===== config.mk =====
export PLATFORM = sky130hd
export DESIGN_NAME = mod_n_updown_counter_flat
export DESIGN_NICKNAME = d
export VERILOG_FILES = /design/src/rtl/mod_n_updown_counter_if.sv /design/src/rtl/mod_n_updown_counter.sv /design/src/flat_wrapper.sv
export SDC_FILE = /design/constraint.sdc
export NUM_CORES = 1
export LEC_CHECK = 0
export ABC_CLOCK_PERIOD_IN_PS = 2140
export BUFFER_PORTS_ARGS = -buffer_cell sky130_fd_sc_hd__buf_2
export CAP_MARGIN = 10
export CORE_AREA = 2 2 39 41
export DETAILED_ROUTE_END_ITERATION = 7
export DIE_AREA = 0 0 41 43
export PLACE_DENSITY = 0.75
export SETUP_SLACK_MARGIN = 0.02
export SLEW_MARGIN = 0
export SYNTH_ARGS = -nofsm -noshare
export SYNTH_HDL_FRONTEND = slang
export SYNTH_SLANG_ARGS = --single-unit

===== constraint.sdc =====
create_clock -name clk -period 2.14 [get_ports clk]
set_clock_uncertainty 0.1 [all_clocks]
set_input_delay 0.214 -clock clk [delete_from_list [all_inputs] [get_ports clk]]
set_output_delay 0.214 -clock clk [all_outputs]
set_load 0.01 [all_outputs]

===== src/rtl/mod_n_updown_counter_if.sv =====
// Control and status bundle for the modulo-N up/down counter.
// The bench or parent stage drives the master side; the counter sits on the slave side.
interface mod_n_updown_counter_if #(
   parameter int WIDTH = 4
);
   logic             en;
   logic             load;
   logic [WIDTH-1:0] Din;
   logic             up_down;
   logic             clr_err;
   logic [WIDTH-1:0] count;
   logic             tc;
   logic             carry;
   logic             borrow;
   logic             load_err;

   modport master (
      output en, load, Din, up_down, clr_err,
      input  count, tc, carry, borrow, load_err
   );

   modport slave (
      input  en, load, Din, up_down, clr_err,
      output count, tc, carry, borrow, load_err
   );
endinterface


===== src/rtl/mod_n_updown_counter.sv =====
// Modulo-N up/down counter with synchronous load, wrap or saturate at the bounds,
// cascade carry/borrow pulses, a combinational terminal count and a sticky illegal-load flag.
module mod_n_updown_counter #(
   parameter int MODULUS  = 12,
   parameter int WIDTH    = 4,
   parameter int SATURATE = 0
) (
   input logic                  clk,
   input logic                  rst,
   mod_n_updown_counter_if.slave bus
);

   generate
      if (MODULUS < 2 || (2 ** WIDTH) < MODULUS) begin : g_bad_params
         $error("mod_n_updown_counter: MODULUS must be >= 2 and fit in WIDTH bits");
      end
   endgenerate

   localparam logic [WIDTH:0] MAX_EXT = (WIDTH + 1)'(MODULUS - 1);
   localparam logic [WIDTH:0] MOD_EXT = (WIDTH + 1)'(MODULUS);
   localparam bit             WRAP    = (SATURATE == 0);

   logic             active_reg;
   logic [WIDTH-1:0] count_reg, count_next;
   logic             carry_reg, carry_next;
   logic             borrow_reg, borrow_next;
   logic             err_reg, err_next;

   logic [WIDTH:0] inc_ext;
   logic [WIDTH:0] dec_ext;
   logic [WIDTH:0] din_ext;
   logic           at_max;
   logic           at_zero;
   logic           din_legal;

   // One extra bit lets the bound tests read straight off the adder results.
   assign inc_ext   = {1'b0, count_reg} + 1'b1;
   assign dec_ext   = {1'b0, count_reg} - 1'b1;
   assign din_ext   = {1'b0, bus.Din};
   assign at_max    = (inc_ext == MOD_EXT);
   assign at_zero   = dec_ext[WIDTH];
   assign din_legal = (din_ext <= MAX_EXT);

   always_comb begin
      count_next  = count_reg;
      carry_next  = 1'b0;
      borrow_next = 1'b0;
      err_next    = err_reg;
      if (active_reg) begin
         if (bus.load) begin
            if (din_legal) begin
               count_next = bus.Din;
            end
         end else if (bus.en) begin
            if (bus.up_down) begin
               if (!at_max) begin
                  count_next = inc_ext[WIDTH-1:0];
               end else if (WRAP) begin
                  count_next = '0;
                  carry_next = 1'b1;
               end
            end else begin
               if (!at_zero) begin
                  count_next = dec_ext[WIDTH-1:0];
               end else if (WRAP) begin
                  count_next  = MAX_EXT[WIDTH-1:0];
                  borrow_next = 1'b1;
               end
            end
         end
         // An illegal load on the same edge as a clear leaves the flag set.
         if (bus.load && !din_legal) begin
            err_next = 1'b1;
         end else if (bus.clr_err) begin
            err_next = 1'b0;
         end
      end
   end

   // active_reg delays the first update to the second edge after reset release.
   always_ff @(posedge clk or negedge rst) begin
      if (!rst) begin
         active_reg <= 1'b0;
         count_reg  <= '0;
         carry_reg  <= 1'b0;
         borrow_reg <= 1'b0;
         err_reg    <= 1'b0;
      end else begin
         active_reg <= 1'b1;
         count_reg  <= count_next;
         carry_reg  <= carry_next;
         borrow_reg <= borrow_next;
         err_reg    <= err_next;
      end
   end

   assign bus.count    = count_reg;
   assign bus.carry    = carry_reg;
   assign bus.borrow   = borrow_reg;
   assign bus.load_err = err_reg;
   assign bus.tc       = bus.en && ((bus.up_down && at_max) || (!bus.up_down && at_zero));

endmodule


===== src/flat_wrapper.sv =====
// flat-port wrapper written by rule: the top's interface ports become plain ports
module mod_n_updown_counter_flat 
#(
   parameter int MODULUS  = 12,
   parameter int WIDTH    = 4,
   parameter int SATURATE = 0
)
  (clk, rst, bus_en, bus_load, bus_Din, bus_up_down, bus_clr_err, bus_count, bus_tc, bus_carry, bus_borrow, bus_load_err);
  mod_n_updown_counter_if #(.WIDTH(WIDTH)) bus_i ();
  input logic clk;
  input logic rst;
  input wire logic [$bits(bus_i.en)-1:0] bus_en;
  input wire logic [$bits(bus_i.load)-1:0] bus_load;
  input wire logic [$bits(bus_i.Din)-1:0] bus_Din;
  input wire logic [$bits(bus_i.up_down)-1:0] bus_up_down;
  input wire logic [$bits(bus_i.clr_err)-1:0] bus_clr_err;
  output wire logic [$bits(bus_i.count)-1:0] bus_count;
  output wire logic [$bits(bus_i.tc)-1:0] bus_tc;
  output wire logic [$bits(bus_i.carry)-1:0] bus_carry;
  output wire logic [$bits(bus_i.borrow)-1:0] bus_borrow;
  output wire logic [$bits(bus_i.load_err)-1:0] bus_load_err;
  assign bus_i.en = bus_en;
  assign bus_i.load = bus_load;
  assign bus_i.Din = bus_Din;
  assign bus_i.up_down = bus_up_down;
  assign bus_i.clr_err = bus_clr_err;
  assign bus_count = bus_i.count;
  assign bus_tc = bus_i.tc;
  assign bus_carry = bus_i.carry;
  assign bus_borrow = bus_i.borrow;
  assign bus_load_err = bus_i.load_err;
  mod_n_updown_counter #(.MODULUS(MODULUS), .WIDTH(WIDTH), .SATURATE(SATURATE)) u_core (.clk(clk), .rst(rst), .bus(bus_i));
endmodule

* Word-level counts from Yosys, hierarchy flattened
Cells that the tools add are included.
** Storage, ports and cells
- Word-level logic and storage cells :: 39
- Input bits :: 10
- Register bits after elaboration :: 8
- Output and inout bits :: 8
** Operators by class
- Mux-type cells :: 18
- Reductions and logical operators :: 11
- Order comparisons :: 1
- $add $sub $neg :: 2
- Eq/ne operators :: 2
** Operators by type and width (number)
- two-way mux 4 bit :: 6
- two-way mux 1 bit :: 12
- adder 4 x 1 -> 5 bit, second input constant :: 1
- == test 5 x 4 -> 1 bit, second input constant :: 1
- subtractor 4 x 1 -> 5 bit, second input constant :: 1
- less-or-equal comparator 4 bit, second input constant :: 1
- logical AND 1 bit :: 4
- nonzero test 2 bit :: 2
- AND reduction 3 bit :: 1
- zero test 1 bit :: 2
- != test 2 x 1 -> 1 bit, second input constant :: 1
- AND reduction 2 bit :: 1
- logical OR 1 bit :: 1

* Depth between registers and ports, before layout
Gate-level depths: netlist of run 1.
- Depth after elaboration :: 7
- Depth in mapped cells :: 6
- Gate-level depth less buffers :: 6

* Least setup slack after synthesis of run 1
Ideal clock, no wire load.
- Kind :: register to output
- From :: register u_core.count_reg[0] (netlist: u_core.bus.count[0])
- To :: output port bus_tc
- Cell stages (with the launch flop) :: 5
- Data required time :: 1826 ps
- Path buffers :: 0
- Path slack :: 411 ps
- Arrival time :: 1415 ps
- Cell sequence :: dfrtp_1 inv_1 ha_1 or4b_4 a21oi_1
** On the way
- Longest elaborated chain between the ends :: 5
- Elaborated cells on any way between the ends :: 7
- Those cells by class :: add/sub (2); eq/ne (1); reduce/logical (4)
** Ends and longest elaborated chain
- from (decl) :: line mod_n_updown_counter.sv:24 : logic [WIDTH-1:0] count_reg, count_next;
- from (signal assigned) :: line mod_n_updown_counter.sv:90 : count_reg <= count_next;
- adder 4 x 1 -> 5 bit :: line mod_n_updown_counter.sv:37 : assign inc_ext = {1'b0, count_reg} + 1'b1;
- == test 5 x 4 -> 1 bit :: line mod_n_updown_counter.sv:40 : assign at_max = (inc_ext == MOD_EXT);
- logical AND 1 bit :: line mod_n_updown_counter.sv:101 : assign bus.tc = bus.en && ((bus.up_down && at_max) || (!bus.up_down && at_zero));
- logical OR 1 bit (*) :: line mod_n_updown_counter.sv:101
- logical AND 1 bit (*) :: line mod_n_updown_counter.sv:101
- to (decl) :: line flat_wrapper.sv:18 : output wire logic [$bits(bus_i.tc)-1:0] bus_tc;
Mark *: on every way between the ends. The rest lies on a longest branch, timed or not.

* Final worst setup path of run 1
- From :: register u_core.count_reg[1] (netlist: u_core.bus.count[1])
- To :: output port bus_tc
The elaborated chain is that of the path after synthesis.

==> impl_results.md, run 1 <==
* Outcome: finished, final reports clean
* Total grt overflow at 0
* Dpl hpwl at 889 um
* Post-synth cell types at 30
* DR DRC count at 0
* Yosys warnings at 0
* Post-DR vias/cell at 5.22
* Power Dens Cells at around 730 mW/mm^2
* Critical Path AT at between 1.5 and 2 ns
* Vias in the first global route at approximately 450
* Global placement routability congestion at 0.797
* First-pass GRT wire length at 1930 um
* Area of the die at 0.00176 sq mm
* Latest clock arrival within the worst-skew pair at 0.27 ns
* Hold crit path type: primary input to flip-flop
* Die X at 41 um
* Mapped Area at 544 sq um
* Starting Density at 0.393
* Total Power at 0.495 mW
* Max Clock Freq at 499 MHz
* Reg2reg setup slack at 0.39 ns
* HP Start: bus_Din[3]
* Min cycle time layout at about 2.0 ns
* Synth Area per Inst at 8.50 sq um
* Crit path max fanout at 7
* P&R area growth vs syn at 25.1%
* CP Class: flip-flop to primary output
* CTS tree: yes
* Clk buf depth at 2
* Final wirelength at 1210 um
* Worst EP required at 1.83 ns
* H-tree Lvls at 1
* Proportion of layout cells with a drive suffix above 1 at 0.337
* Core Region at 0.00138 sq mm
* Wire per inst at 12.2 um
* # fillers at 140
* Sequential Area at 203 sq um
* Row Count at 14
* Synthesized Nets at 76
* CP endpoint kind: primary output
* Hold Vio Cnt, Final at 0
* Port-buffer cells at 17
* Max VDD drop at ~350 uV
* Multi-input gate area at 307 sq um
* Diodes inserted at 0
* Max_slew headroom at 0.616
* Syn Inst Count at 64
* #FFs+latches synth at 8
* Hold EP: u_core.bus.load_err$_DFFE_PN0P_
* Lkg Pwr at 0.327 nW
* Final setup violation count at 0
* CTS Buf Count at 3
* Final ANT Viol Nets at 0
* Chip height at 43 um
* DR vias at 517
* DR iter-0 viols at 18
* GR Util All Layers at 0.168
* Hold Crit Depth at 3
* Clk sinks at 8
* RR Endpoint: u_core.bus.count[3]$_DFFE_PN0P_
* First drt pass iteration count at 4
* Largest net degree at the start of global routing at 14
* Final period util at 0.936
* Io pins at 18
* Worst-margin pin slew at 0.574 ns
* Clk Tree Root Cell: clkbuf_4
* Reg-to-reg critical path startpoint: u_core.bus.count[0]$_DFFE_PN0P_
* Seq/Total Area, Yosys at 0.368
* FF-to-FF path depth at 5
* Initial antenna violation count at 0
* Clock transition at path regs at about 0.060 ns
* Max-cap violations at 0
* Setup TNS at 0 ns
* Slew Viols, Final at 0
* Final Net Count at 97
* Final Worst Setup Slack at 0.138 ns
* Dpl ws at 0.337 ns
* Max reg flops at 4
* Unrepaired setup endpoints after global routing: no
* Worst setup SP type: flip-flop
power breakdown:
part / switching, mW / leakage, nW / internal (mW) / total (mW)
logic: 0.0843 / 0.218 / 0.0843 / 0.169
clock network: 0.0560 / 0.0138 / 0.0645 / 0.120
registers: 0.0345 / 0.0957 / 0.171 / 0.206
total: 0.175 / 0.327 / 0.320 / 0.495
through the flow:
step / area, sq um / util / cells / hold slack, ns
detailed placement: 618 / 0.447 / 93 / -0.0306
floorplan: 544 / - / 64 / -0.182
global placement: 618 / 0.447 / 93 / -0.0377
global route: 681 / 0.492 / 99 / 0.128
CTS: 651 / 0.470 / 97 / 0.111
finish: 681 / 0.492 / 99 / 0.104
kinds of logic after synthesis:
| family | Yosys count | share of synthesized area |
|---|---|---|
| and+or+nand+nor | 27 | 0.267 |
| AOI/OAI and AO/OA | 16 | 0.202 |
| buffers and inverters | 9 | 0.0919 |
| DFF | 8 | 0.368 |
| adders and majority gates | 2 | 0.0460 |
| muxes | 1 | 0.0184 |
| other | 1 | 0.00689 |
what timing repair did:
action,4_1_cts,5_1_grt
endpoints found under the hold margin,8,0
hold buffers,1,0
gates resized for setup,0,4
endpoints found under the setup margin,0,1
buffers inserted,0,2
routing by layer:
layer | wire (um) | global-route usage | vias up | share of wire
met2 | 534 | 0.213 | 16 | 0.44
met3 | 55 | 0.0785 | 9 | 0.046
met4 | 72 | 0.100 | 0 | 0.060
li1 | - | - | 266 | -
met1 | 544 | 0.223 | 226 | 0.45
met5 | 0 | 0 | - | 0
critical path, stage by stage (launching register included):
cell	delay [ns]
dfrtp_2	0.44
inv_1	0.10
ha_4	0.14
or4b_4	0.48
a21oi_1	0.13
buf_2	0.14
worst max-delay path by stage:
stage                                     from  endpoint  slack, ns  cells past startpoint
2_1_floorplan  u_core.bus.count[0]$_DFFE_PN0P_    bus_tc       0.41                      4
3_3_place_gp   u_core.bus.count[0]$_DFFE_PN0P_    bus_tc       0.38                      5
3_5_place_dp   u_core.bus.count[0]$_DFFE_PN0P_    bus_tc       0.34                      5
4_1_cts        u_core.bus.count[0]$_DFFE_PN0P_    bus_tc       0.06                      5
5_1_grt        u_core.bus.count[0]$_DFFE_PN0P_    bus_tc       0.02                      5
6_report       u_core.bus.count[1]$_DFFE_PN0P_    bus_tc       0.14                      5
cells in the final DEF, fill, tap and decap left out, drive strengths merged:
master / n
a211o: 1
a211oi: 2
a21oi: 2
a311oi: 1
a31oi: 4
and3: 1
buf: 19
clkbuf: 3
conb: 1
dfrtp: 8
dlygate4sd3: 1
ha: 2
inv: 5
mux2i: 1
nand2: 9
nand2b: 2
nand3: 1
nand3b: 1
nand4b: 1
nor2: 6
nor3: 2
nor4b: 1
o211ai: 1
o21ai: 2
o21bai: 1
o22a: 1
o311ai: 1
or2: 1
or3b: 1
or4b: 1
Yosys cell counts:
cell,count,share of area
ha_1,2,0.046
nand2b_1,2,0.023
a311oi_1,1,0.016
a21oi_1,2,0.018
nand3b_1,1,0.014
o311ai_0,1,0.016
dfrtp_1,8,0.37
nor4b_1,1,0.016
o21ai_0,2,0.018
o22a_1,1,0.016
o21bai_1,1,0.014
buf_2,1,0.0092
or2_2,1,0.012
buf_1,1,0.0069
conb_1,1,0.0069
inv_1,5,0.034
buf_6,2,0.041
or4b_4,1,0.025
o211ai_1,1,0.014
nor2_1,6,0.041
mux2i_1,1,0.018
nand2_1,9,0.062
nand3_1,1,0.0092
a31oi_1,4,0.046
nor3_1,2,0.018
a211o_1,1,0.016
or3b_1,1,0.016
a211oi_1,2,0.028
and3_2,1,0.014
nand4b_1,1,0.016
layout make-up:
class,count,area share
clock buffer,3,0.0331
inverter,5,0.0276
multi-input combinational,47,0.450
sequential,8,0.298
tap,16,0.0294
timing repair buffer,20,0.162
Note: power is estimated with default switching activity, not from simulation.
==> run 2, diff against run 1 <==
--- a/config.mk
+++ b/config.mk
@@ -5,13 +5,13 @@
 export SDC_FILE = /design/constraint.sdc
 export NUM_CORES = 1
 export LEC_CHECK = 0
-export ABC_CLOCK_PERIOD_IN_PS = 2140
-export BUFFER_PORTS_ARGS = -buffer_cell sky130_fd_sc_hd__buf_2
+export ABC_CLOCK_PERIOD_IN_PS = 2060
 export CAP_MARGIN = 10
 export CORE_AREA = 2 2 39 41
 export DETAILED_ROUTE_END_ITERATION = 7
 export DIE_AREA = 0 0 41 43
-export PLACE_DENSITY = 0.75
+export DONT_BUFFER_PORTS = 1
+export PLACE_DENSITY = 0.63
 export SETUP_SLACK_MARGIN = 0.02
 export SLEW_MARGIN = 0
 export SYNTH_ARGS = -nofsm -noshare
==> constraint.sdc (replaced) <==
create_clock -name clk -period 2.06 [get_ports clk]
set_clock_uncertainty 0.1 [all_clocks]
set_input_delay 0.206 -clock clk [delete_from_list [all_inputs] [get_ports clk]]
set_output_delay 0.206 -clock clk [all_outputs]
set_load 0.01 [all_outputs]
==> run 2 against run 1 <==
Against the previous run:
- cell count decreased by 15%
- sequential share of layout area grew 2.8 points
- clock power about the same
- utilization fell by 4.5 points
- register-to-register slack worse by 0.09 ns
- worst hold slack lost 0.094 ns
- die area is the same
- critical path type unchanged
- largest power group unchanged
- highest routed layer unchanged
==> impl_results.md, run 2 (synthesized netlist as in run 1, its figures left out) <==
* Most frequent cells in the layout: nand2_1 (9), dfrtp_1 (7), nor2_1 (6)
* Max reg flops at 4
* Die X at 41 um
* Largest stage delay, worst path at 0.50 ns
* H-tree Lvls at 1
* Clock transition at path regs at 0.05 ns
* Port-buffer cells at 0
* Worst-margin pin slew at 0.616 ns
* DR DRC count at 0
* CP bufs+invs at 1
* DR iter-0 viols at 8
* Most common cell after layout, fill and taps aside: nand2_1
* Slowest CP cell: or4b_4
* Proportion of layout cells with a drive suffix above 1 at 0.147
* Critical Path AT at around 1.7 ns
* Hold EP: u_core.bus.count[0]$_DFFE_PN0P_
* Clk buf depth at 2
* DR vias at approximately 460
* Slew Viols, Final at 0
* P&R area growth vs syn at 13.6%
* Max-cap violations at 0
* Post-route cell area at 618 sq um
* Initial antenna violation count at 0
* Setup repair bufs after CTS at 0
* Dpl hpwl at slightly above 800 um
* Lkg Pwr at 0.264 nW
* Power Dens Cells at 764 mW/mm^2
* Final setup violation count at 0
* CTS tree: yes
* CP endpoint kind: primary output
* Reg-to-reg critical path startpoint: u_core.bus.count[1]$_DFFE_PN0P_
* Dpl ws at 0.263 ns
* Worst EP required at ~1.8 ns
* Core Region at between 0.001 and 0.0015 sq mm
* First-pass GRT wire length at between 1500 and 2000 um
* Outcome: finished, final reports clean
* Latest clock arrival within the worst-skew pair at approximately 0.26 ns
* Final Net Count at between 80 and 90
* Final period util at 0.950
* Max Clock Freq at 511 MHz
* Final Worst Setup Slack at 0.102 ns
* Global placement routability congestion at 0.771
* Cell area after placement at 541 sq um
* Fin cells at 84
* Max_slew headroom at 0.587
* Row Count at 14
* Io pins at 18
* Area of the die at about 0.0018 sq mm
* Reg2reg setup slack at ~0.3 ns
* CP Depth at 4
* RR Endpoint: u_core.bus.count[0]$_DFFE_PN0P_
* HP Start: bus_Din[0]
* Hold crit path type: primary input to flip-flop
* GR Util All Layers at 0.162
* Hold Crit Depth at 2
* Chip height at 43 um
* Max VDD drop at 413 uV
* Largest net degree at the start of global routing at 13
* Fin util at 0.447
* Final ANT Viol Nets at 0
* Worst setup SP type: flip-flop
* First drt pass iteration count at 5
* Hold Vio Cnt, Final at 0
* Unrepaired setup endpoints after global routing: no
* Crit path cell chain: inv_1 > ha_2 > or4b_4 > a21oi_4
* Final wirelength at 1160 um
* Min cycle time layout at 1.96 ns
* FF-to-FF path depth at 6
* CP top delay family: simple AND/OR/NAND/NOR gates
* CP Class: flip-flop to primary output
* Dpl cells at 77
* Total grt overflow at 0
* Vias in the first global route at between 400 and 500
* Diodes inserted at 0
* Crit path max fanout at 7
* CTS Buf Count at 3
* Clk Tree Root Cell: clkbuf_4
* Post-DR vias/cell at 5.44
* Wire per inst at 13.8 um
* Setup TNS at 0 ns
* Clk sinks at 8
* Starting Density at 0.393
-- run 2: changes by cell type in the layout (fill, tap and decap cells not counted) --
cell	change
a21oi_1	-1
dfrtp_1	+1
buf_4	-1
ha_2	+1
dlygate4sd3_1	+3
a21oi_4	+1
dfrtp_2	-1
ha_4	-1
buf_2	-17
-- run 2: cell type report --
| cell class | instances | area (sq um) |
|---|---|---|
| Clock buffer | 3 | 22.5 |
| Fill cell | 152 | 766 |
| Inverter | 5 | 18.8 |
| Multi-Input combinational cell | 47 | 308 |
| Sequential cell | 8 | 201 |
| Tap cell | 16 | 20.0 |
| Timing Repair Buffer | 5 | 47.5 |
-- run 2: how the worst max path moves through the flow --
stage | from | end
5_1_grt | u_core.bus.count[1]$_DFFE_PN0P_ | bus_tc
2_1_floorplan | u_core.bus.count[0]$_DFFE_PN0P_ | bus_tc
3_3_place_gp | u_core.bus.count[1]$_DFFE_PN0P_ | bus_tc
4_1_cts | u_core.bus.count[1]$_DFFE_PN0P_ | bus_tc
3_5_place_dp | u_core.bus.count[1]$_DFFE_PN0P_ | bus_tc
6_report | u_core.bus.count[1]$_DFFE_PN0P_ | bus_tc
-- run 2: metal layers --
metal	GRT usage	wire, um
met1	0.202	499
met2	0.241	583
met3	0.0681	50
met4	0.0600	25
met5	0	0
-- run 2: power by group --
part	switching [mW]	internal, mW	total [mW]
clock network	0.0524	0.0666	0.119
registers	0.0463	0.177	0.224
logic	0.0632	0.0662	0.129
total	0.162	0.310	0.472
-- run 2: worst register-to-register path, cell delays in order, from the launching register on --
cell and delay (ns):
dfrtp_2 0.46, inv_1 0.08, ha_2 0.20, or4b_4 0.50, nand2_1 0.09, nand3b_1 0.08, a31oi_1 0.18
-- run 2: repair_timing --
action                                  CTS  global route
hold buffers                              3             1
resized for setup                         1             3
endpoints found under the setup margin    1             1
hold endpoints to repair                 13             1
-- run 2: stage by stage --
stage,hold slack (ns),power [mW]
finish,0.0101,0.472
global route,0.0175,0.512
CTS,0.00158,0.474
detailed placement,-0.189,0.341
global placement,-0.189,0.338
floorplan,-0.190,0.333
